`src/rtl/column_bridge_pkg.sv`:
```
// Shared constants and the status-word layout for the column FIFO bridge.
package column_bridge_pkg;

  localparam logic [15:0] FIFO_ADDR_DEFAULT   = 16'hFFF0;
  localparam logic [15:0] STATUS_ADDR_DEFAULT = 16'hFFF1;

  localparam int STATUS_FULL_BIT     = 15;
  localparam int STATUS_EMPTY_BIT    = 14;
  localparam int STATUS_OVERFLOW_BIT = 13;

  typedef struct packed {
    logic       full;
    logic       empty;
    logic       overflow;
    logic [4:0] rsvd;
    logic [7:0] count;
  } status_t;

  localparam status_t STATUS_RESET = '{full: 1'b0, empty: 1'b1, overflow: 1'b0,
                                       rsvd: 5'd0, count: 8'd0};

endpackage

```
`src/rtl/column_fifo.sv`:
```
// Flop-based FIFO holding column words; a push while full is accepted only
// when a pop frees a slot on the same edge.
module column_fifo #(
  parameter  int DEPTH = 16,
  parameter  int WIDTH = 16,
  localparam int AW    = (DEPTH > 1) ? $clog2(DEPTH) : 1,
  localparam int CW    = $clog2(DEPTH + 1)
) (
  input  logic             clk_i,
  input  logic             rst_ni,
  input  logic             push_i,
  input  logic [WIDTH-1:0] push_data_i,
  input  logic             pop_i,
  output logic [WIDTH-1:0] head_o,
  output logic             full_o,
  output logic             empty_o,
  output logic [CW-1:0]    count_o
);

  logic [WIDTH-1:0] mem_q [DEPTH];
  logic [AW-1:0]    wr_ptr_q, wr_ptr_d;
  logic [AW-1:0]    rd_ptr_q, rd_ptr_d;
  logic [CW-1:0]    count_q, count_d;
  logic             push_ok, pop_ok;

  assign full_o  = (count_q == CW'(DEPTH));
  assign empty_o = (count_q == '0);
  assign count_o = count_q;
  assign head_o  = mem_q[rd_ptr_q];

  assign pop_ok  = pop_i && !empty_o;
  assign push_ok = push_i && (!full_o || pop_ok);

  always_comb begin
    wr_ptr_d = wr_ptr_q;
    rd_ptr_d = rd_ptr_q;
    count_d  = count_q;
    if (push_ok) wr_ptr_d = wr_ptr_q + AW'(1);
    if (pop_ok)  rd_ptr_d = rd_ptr_q + AW'(1);
    case ({push_ok, pop_ok})
      2'b10:   count_d = count_q + CW'(1);
      2'b01:   count_d = count_q - CW'(1);
      default: count_d = count_q;
    endcase
  end

  // Storage is cleared on reset so column_data reads 0 out of reset.
  always_ff @(posedge clk_i) begin
    if (!rst_ni) begin
      wr_ptr_q <= '0;
      rd_ptr_q <= '0;
      count_q  <= '0;
      for (int i = 0; i < DEPTH; i++) mem_q[i] <= '0;
    end else begin
      wr_ptr_q <= wr_ptr_d;
      rd_ptr_q <= rd_ptr_d;
      count_q  <= count_d;
      if (push_ok) mem_q[wr_ptr_q] <= push_data_i;
    end
  end

endmodule

```
`src/rtl/column_fifo_bridge.sv`:
```
// CPU-to-RAM bridge with a memory-mapped column push port and status register.
// Optional sticky overflow tracking: COLUMN_FIFO_BRIDGE_OVERFLOW_EN.
module column_fifo_bridge
  import column_bridge_pkg::*;
#(
  parameter int          FIFO_DEPTH  = 16,
  parameter logic [15:0] FIFO_ADDR   = FIFO_ADDR_DEFAULT,
  parameter logic [15:0] STATUS_ADDR = STATUS_ADDR_DEFAULT
) (
  input  logic        clock,
  input  logic        reset,
  input  logic [15:0] cpu_memory_address,
  input  logic        cpu_memory_write_enable,
  input  logic [15:0] cpu_memory_write_data,
  output logic [15:0] cpu_memory_read_data,
  output logic [15:0] ram_address,
  output logic        ram_write_enable,
  output logic [15:0] ram_write_data,
  input  logic [15:0] ram_read_data,
  output logic [15:0] column_data,
  output logic        column_valid,
  input  logic        column_ready,
  output logic        overflow
);

  localparam int CW = $clog2(FIFO_DEPTH + 1);

  logic          hit_fifo, hit_status;
  logic          push_req, pop_req;
  logic          fifo_full, fifo_empty;
  logic [CW-1:0] fifo_count;
  logic          overflow_q;
  logic          sel_status_q, sel_status_d;
  status_t       status_now, status_snap_q, status_snap_d;

  assign hit_fifo   = (cpu_memory_address == FIFO_ADDR);
  assign hit_status = (cpu_memory_address == STATUS_ADDR);

  assign ram_address      = cpu_memory_address;
  assign ram_write_data   = cpu_memory_write_data;
  assign ram_write_enable = cpu_memory_write_enable && !(hit_fifo || hit_status);

  assign push_req     = cpu_memory_write_enable && hit_fifo;
  assign pop_req      = column_valid && column_ready;
  assign column_valid = !fifo_empty;

  column_fifo #(
    .DEPTH (FIFO_DEPTH),
    .WIDTH (16)
  ) u_fifo (
    .clk_i       (clock),
    .rst_ni      (reset),
    .push_i      (push_req),
    .push_data_i (cpu_memory_write_data),
    .pop_i       (pop_req),
    .head_o      (column_data),
    .full_o      (fifo_full),
    .empty_o     (fifo_empty),
    .count_o     (fifo_count)
  );

`ifdef COLUMN_FIFO_BRIDGE_OVERFLOW_EN
  logic overflow_d;
  logic drop;

  // A push while full survives only if a pop frees a slot on the same edge.
  assign drop = push_req && fifo_full && !pop_req;

  always_comb begin
    overflow_d = overflow_q;
    if (drop)
      overflow_d = 1'b1;
    else if (cpu_memory_write_enable && hit_status &&
             cpu_memory_write_data[STATUS_OVERFLOW_BIT])
      overflow_d = 1'b0;
  end

  always_ff @(posedge clock) begin
    if (!reset) overflow_q <= 1'b0;
    else        overflow_q <= overflow_d;
  end
`else
  assign overflow_q = 1'b0;
`endif

  assign overflow = overflow_q;

  always_comb begin
    status_now          = '0;
    status_now.full     = fifo_full;
    status_now.empty    = fifo_empty;
    status_now.overflow = overflow_q;
    status_now.count    = 8'(fifo_count);
    sel_status_d        = hit_status;
    status_snap_d       = status_now;
  end

  // Snapshot is taken before this edge's push/pop so a status load sees
  // the FIFO as it stood when the address was presented.
  always_ff @(posedge clock) begin
    if (!reset) begin
      sel_status_q  <= 1'b0;
      status_snap_q <= STATUS_RESET;
    end else begin
      sel_status_q  <= sel_status_d;
      status_snap_q <= status_snap_d;
    end
  end

  assign cpu_memory_read_data = sel_status_q ? status_snap_q : ram_read_data;

endmodule

```
`config.mk`:
```
export PLATFORM = sky130hd
export DESIGN_NAME = column_fifo_bridge
export DESIGN_NICKNAME = d
export VERILOG_FILES = /design/src/rtl/column_bridge_pkg.sv /design/src/rtl/column_fifo.sv /design/src/rtl/column_fifo_bridge.sv
export SDC_FILE = /design/constraint.sdc
export NUM_CORES = 1
export LEC_CHECK = 0
export CAP_MARGIN = 20
export CORE_MARGIN = 1
export CORE_UTILIZATION = 38
export DETAILED_ROUTE_END_ITERATION = 6
export SLEW_MARGIN = 5
export SYNTH_ARGS = -nofsm -noshare
export SYNTH_HDL_FRONTEND = slang
export SYNTH_SLANG_ARGS = --single-unit
```
`constraint.sdc`:
```
create_clock -name clock -period 6.7 [get_ports clock]
set_input_delay 1.005 -clock clock [delete_from_list [all_inputs] [get_ports clock]]
set_output_delay 1.005 -clock clock [all_outputs]
set_load 0.03 [all_outputs]
```
## Yosys cells after proc, flatten, opt, wreduce, memory -nomap -nowiden

Memory sizes are Yosys's and may differ from the RTL's. A register that Yosys moved wholly into a read port is not among the register bits.
Index checks and enable logic that the tools add are counted.

| word-level totals | value |
|---|---|
| input port bits | 52 |
| output and inout port bits | 67 |
| register bits | 30 |
| memories | 1 |
| memory bits (writable) | 256 |

| operators by class | value |
|---|---|
| reduce and logical (&&, ||, !) cells | 13 |
| add/subtract/negate cells | 4 |
| equal/unequal tests | 5 |
| muxes and demuxes | 11 |

Memory list:

| memory | words | width | rd ports | clocked after memory_dff | wr ports | line | RTL |
|---|---|---|---|---|---|---|---|
| u_fifo.mem_q | 16 | 16 | 1 | 1 | 16 | column_fifo.sv:20 | `logic [WIDTH-1:0] mem_q [DEPTH];` |

Operator list:

| cell | count |
|---|---|
| == test 16 bit (second input constant) | 2 |
| 2-to-1 mux 16 bit | 2 |
| OR reduction 16 bit | 1 |
| 2-to-1 mux 4 bit | 3 |
| case mux 5 bit (2 select lines) | 1 |
| adder 4 x 1 -> 4 bit (second input constant) | 2 |
| adder 5 x 1 -> 5 bit (second input constant) | 1 |
| == test 5 bit (second input constant) | 1 |
| logical AND 1 bit | 5 |
| zero test 5 bit | 1 |
| 2-to-1 mux 1 bit | 5 |
| subtractor 5 x 1 -> 5 bit (second input constant) | 1 |
| zero test 1 bit | 3 |
| == test 2 x 1 -> 1 bit (second input constant) | 1 |
| == test 2 bit (second input constant) | 1 |
| logical OR 1 bit | 2 |
| nonzero test 2 bit | 1 |

## Logic depth before layout (Yosys ltp)

Gate-level depths: netlist of the first run.

| depth | value |
|---|---|
| depth after elaboration | 11 |
| mapped depth | 10 |

## By module

Synthesis of the first run repeated with hierarchy kept, for this count alone.

| second synthesis, totals | value |
|---|---|
| cells, all modules | 915 |
| area, all modules | 12673.4 um^2 |

By module, submodules not included:

| module | area an instance (um^2) | seq. area each (um^2) | cells an instance | times used |
|---|---|---|---|---|
| column_fifo | 11990.2 | 8027.7 | 838 | 1 |
| column_fifo_bridge | 683.2 | 160.2 | 77 | 1 |

## Worst setup path before layout of the first run

Ideal clock, no wire load.

| timing path | value |
|---|---|
| kind | input port to flip-flop |
| start | input port cpu_memory_address[11] |
| end | memory u_fifo.mem_q[10][0], enable pin |
| arrival | 3540 ps |
| library setup time | 411 ps |
| stages | 6 |
| path slack | 2749 ps |
| path buffers | 1 |
| data required time | 6289 ps |
| cell sequence | nand4_1 > or3b_1 > nor4_2 > nand3b_1 > buf_2 > o21ai_0 |

RTL lines:

| what | line | RTL |
|---|---|---|
| from (decl) | column_fifo_bridge.sv:12 | `input logic [15:0] cpu_memory_address,` |
| to (decl) | column_fifo.sv:20 |  |

==> impl_metrics.ini, run 1 <==
[outcome]
status = finished clean

[synthesis]
synthesis.nets = 974
synth_top_area_cell = edfxtp_1
synth_top_flop_cell = edfxtp_1
syn_area_per_cell_um2 = 13.8
yosysSeqAreaShare_pct = 64.8
syn_inst = 915
yosysMostFrequentCell = nor2_1
yosys-top-cells-count = nor2_1 (258), edfxtp_1 (256), mux4_2 (80)
synth.distinct_cells = 44
synth.area.top_cells = edfxtp_1 (61%), mux4_2 (14%), nor2_1 (7.7%), dfxtp_1 (4.0%), nand2_1 (2.2%)
async_flop_share_pct = 0
synth-seq-cells = 281
synth_edf_count = 256
ys.warnings.count = 0
synth_area_um2 = 12600
synth_top_area_share_pct = 60.8

[clocking]
insertion_delay_ns = 0.54
cts.sinks = 281
cts_setup_buffers = 0
postCtsHoldBufs = 0
htree_num_levels = 1
cts_buffers = 28
max-clock-path-buffers = 3
cts_tree = built
clkTransAtPathRegs_ns = 0.06
clockRootBuffer = clkbuf_16
ctsResizeCount = 0

[routing]
dr.first_iter.drc_count = 887
firstDrtPassIters = 5
drc = 0
vias = 7928
wire_per_inst_um = 23.7
via_per_inst = 5.46
drt_wl_total_um = 34400
drtAntennaViolNets = 0

[worst_setup_path]
cp_max_fo = 39
max_stage_delay_ns = 1.05
path_class = flop to output port
critPathLaunchType = flop
cp.arrival_ns = 3.70
end_kind = output port
r2r_start = u_fifo.count_o[2]$_SDFFE_PN0P_
path_cells = buf_4 > mux4_2 > mux4_2 > clkdlybuf4s50_1
crit_top_cell = mux4_2
crit_path_top_delay_cell = dfxtp_2
required_ns = 5.69

[final_layout]
num_antenna_cells = 0
area_growth_pct = 18.5
post_route_cells_drive_above_1_share_pct = 17.2
nets = 1047

[sta]
setup_violations = 0
skew_ns = 0.00714
period_share_pct = 70.3
tightestPinTransition_ns = 1.13
max_slew_margin_pct = 24.8
finalHoldViolCount = 0
rsz0062_at_grt = false
max_freq_mhz = 212
report.final.slew_viol_count = 0
worst_hold_slack_ns = 0.532
post-route-min-period_ns = 4.71
setup-tns-final_ns = 0

[floorplanning]
die_h_um = 184
io_pins = 119
rows = 66
core-area_um2 = 32600
initial_utilization_pct = 38.7
dieArea_um2 = 34000
die_w_um = 184

[grt]
use_met2_pct = 30.7
met1_usage_pct = 30.1
grt_max_degree = 68
grt_pass1_wl_um = 50300
grt_pass1_vias = 7739
globalRouteMet3Util_pct = 5.00
gr-total-overflow = 0
track_usage_pct = 20.5
antenna_found_initial = 1
busiest_layer = met2

[place]
place_congestion = 0.837
io_buffers = 117
dpl.hpwl_um = 22900

[min_path]
hold_class = flop to flop
hold_start = u_fifo.rd_ptr_q[1]$_SDFFE_PN0N_

[pwr]
power.leakage_nw = 4.71
power_density_nw_per_um2 = 299
irDropWorstVdd_mv = 0.222

[run]
cap_violations = 0
-- routing by layer --
metal / up-vias / routed length, um
met3: 46 / 4020
met5: - / 58
li1: 3438 / -
met1: 3947 / 14300
met4: 4 / 578
met2: 493 / 15400
-- layout make-up --
cell class / count / area (um2)
fill: 2902 / 17600
sequential: 281 / 8190
multi-input combinational: 532 / 3990
timing repair buffer: 136 / 1350
clock buffer: 35 / 748
tap: 442 / 553
clock inverter: 17 / 108
inverter: 9 / 33.8
-- kinds of logic (layout without fill, tap and decap cells) --
kind of cell               count (synthesis)  in the layout  synth area share, %
xor gates and xnor gates                   6              6                0.416
muxes                                     92             92                 15.3
buffers and inverters                    102            197                 4.19
and+or+nand+nor                          386            386                 12.7
DFF                                      281            281                 64.8
other                                      1              1               0.0297
adders and majority gates                  7              7                0.693
AOI/OAI and AO/OA                         40             40                 1.88
-- registers in the layout, indices dropped and copies added (netlist names), named ones only --
register,cells
u_fifo.mem_q,256
status_snap_q,7
u_fifo.count_o,5
u_fifo.wr_ptr_q,4
u_fifo.rd_ptr_q,4
sel_status_q,1
-- power breakdown --
part	internal, W	switching [W]	leakage, nW	total [W]
Combinational	0.000442	0.000441	1.59	0.000883
Sequential	0.00201	0.0000990	2.70	0.00211
Clock	0.000828	0.000653	0.420	0.00148
-- worst paths after layout --
check | depth (start not counted) | to | slack (ns)
worst max register to register | 6 | u_fifo.mem_q[4][8]$_SDFFCE_PN0P_ | 2.96
worst min register to register | 2 | flop | 0.53
worst min-delay path | 2 | flop | 0.53
worst max-delay path | 4 | column_data[4] | 1.99
-- placed cells by master, fill, tap and decap left out, types with 3 or more instances in the layout --
cell,synthesis,routed
nand3_1,5,4
inv_1,9,9
o211ai_1,3,3
or4_1,3,3
ha_1,7,7
mux2_2,9,9
clkinv_2,0,8
clkdlybuf4s50_1,0,117
mux2i_1,3,3
nand4_1,5,5
mux4_2,80,80
nor2_1,258,258
a21oi_1,5,5
dfxtp_1,25,23
o21ai_0,20,4
and2_1,9,9
xnor2_1,6,6
clkbuf_16,0,29
nor2b_1,13,13
nand2b_1,3,3
edfxtp_1,256,256
o21ai_2,0,16
nand2_1,75,74
buf_4,33,15
clkinv_1,0,6
or3_1,3,3
clkbuf_1,38,6
-- worst max-delay path, delay by kind of cell, from the launching register on --
family	cells	cell delay [ns]
buf+inv	2	1.15
flops	1	1.05
mux	2	0.93
-- metrics by stage --
stage | area (um2) | power (W) | instances | util (%) | setup WS (ns)
floorplan | 12600 | 0.00271 | 915 | - | 2.75
detailed placement | 14000 | 0.00302 | 1396 | 43.1 | 1.62
CTS | 14900 | 0.00448 | 1448 | 45.7 | 1.79
global route | 15000 | 0.00463 | 1452 | 45.9 | 1.89
finish | 15000 | 0.00447 | 1452 | 45.9 | 1.99
global placement | 14000 | 0.00302 | 1396 | 43.1 | 1.75
Note: power is estimated with default switching activity, not from simulation.
==> run 2: changes to the inputs <==
==> constraint.sdc (replaced) <==
create_clock -name clock -period 3.8 [get_ports clock]
set_input_delay 0.57 -clock clock [delete_from_list [all_inputs] [get_ports clock]]
set_output_delay 0.57 -clock clock [all_outputs]
set_load 0.03 [all_outputs]
==> impl_metrics.ini, run 2 (synthesis results as in run 1) <==
[worst_setup_path]
cp.arrival_ns = 2.93
reg2reg_slack_ns = 0.87
path_cells = buf_12 > mux4_2 > mux4_2 > clkdlybuf4s50_1
crit_top_cell = mux4_2
critPathLaunchType = flop
path_class = flop to output port
max_stage_delay_ns = 0.62
end_kind = output port
crit_path_top_delay_cell = clkdlybuf4s50_1
cp_max_fo = 36
required_ns = 3.23

[clocking]
clkTransAtPathRegs_ns = 0.06
cts_tree = built
cts_setup_buffers = 0
htree_num_levels = 1
postCtsHoldBufs = 0
cts_buffers = 30
insertion_delay_ns = 0.55
clockRootBuffer = clkbuf_16
cts.sinks = 281
max-clock-path-buffers = 3
ctsResizeCount = 0

[sta]
tightestPinTransition_ns = 0.784
skew_ns = 0.00972
setup-tns-final_ns = 0
rsz0062_at_grt = false
layout_setup_ws_ns = 0.297
report.final.slew_viol_count = 0
post-route-min-period_ns = 3.50
max_freq_mhz = 285
period_share_pct = 92.2
max_slew_margin_pct = 47.7
setup_violations = 0
finalHoldViolCount = 0

[floorplanning]
core-area_um2 = 32600
dieArea_um2 = 34000
rows = 66
die_h_um = 184
die_w_um = 184
io_pins = 119
initial_utilization_pct = 38.7

[routing]
firstDrtPassIters = 5
drt_wl_total_um = 32800
wire_per_inst_um = 22.0
via_per_inst = 5.27
drc = 0
dr.first_iter.drc_count = 826
drtAntennaViolNets = 0
vias = 7848

[min_path]
hold_class = flop to flop

[final_layout]
post-route-util_pct = 47.1
num_antenna_cells = 0
post_route_cells_drive_above_1_share_pct = 19.8
largest-register = u_fifo.mem_q
fillers = 2829
multi_input_comb_area_um2 = 3990
register_area_um2 = 8190
design_area_um2 = 15400
largest_reg_flops = 256
final_common_cell = nor2_1
most-common-layout-cells = nor2_1 (258), edfxtp_1 (256), clkdlybuf4s50_1 (117)
area_growth_pct = 21.5
nets = 1083

[grt]
gr-total-overflow = 0
grt_pass1_vias = 7949
grt_pass1_wl_um = 49200
antenna_found_initial = 0
track_usage_pct = 19.9
grt_max_degree = 65

[run]
cap_violations = 0

[place]
placed_area_um2 = 14400
dpl.hpwl_um = 21300
place_congestion = 0.786
io_buffers = 117
post-place-ws_ns = 0.322

[pwr]
power.leakage_nw = 4.92
power_density_nw_per_um2 = 534
irDropWorstVdd_mv = 0.378
totalPowerFinal_w = 0.00820

[outcome]
status = finished clean
[run 2: changes by cell type in the layout (fill, tap and decap cells not counted), sizes merged]
cell      before  now
clkinvlp       2    0
buf           19   53
clkinv        14    6
clkbuf        35   44
bufinv         1    4
[run 2: worst paths after layout]
path | start | to | cells past startpoint
worst max register to register | u_fifo.count_o[2]$_SDFFE_PN0P_ | u_fifo.count_o[4]$_SDFFE_PN0P_ | 10
worst min register to register | u_fifo.rd_ptr_q[1]$_SDFFE_PN0N_ | flop | 2
worst min-delay path | u_fifo.rd_ptr_q[1]$_SDFFE_PN0N_ | flop | 2
worst max-delay path | flop | column_data[0] | 4
[run 2: worst max-delay path: cells and delay by family, from the launching register on]
family	cells	cell delay [ns]
buffers and inverters	2	0.91
multiplexers	2	1.10
flip-flops	1	0.37
[run 2: power by group]
part           internal [W]  switching (W)
Sequential          0.00354      0.0000889
Combinational      0.000804       0.000827
Clock               0.00178        0.00116
Total               0.00612        0.00208
[run 2: per-layer routing]
layer  global-route usage (%)  up-vias  part of all wire, %
met5                        0        -                    0
met4                     4.93        0                  2.1
met3                     2.90       50                  6.7
met2                     34.1      315                   50
met1                     26.6     3961                   41
li1                         -     3522                    -
[run 2: cell type report]
type | count | share of cell area [%]
tap | 442 | 3.60
inverter | 9 | 0.220
sequential | 281 | 53.4
clock inverter | 10 | 0.954
multi-input combinational | 532 | 26.0
timing repair buffer | 170 | 10.5
clock buffer | 44 | 5.44
[run 2: per-stage QoR]
step | hold slack, ns | instances
2_1_floorplan | 0.468 | 915
3_5_place_dp | 0.506 | 1434
5_1_grt | 0.539 | 1488
6_report | 0.505 | 1488
4_1_cts | 0.514 | 1488
3_3_place_gp | 0.499 | 1434
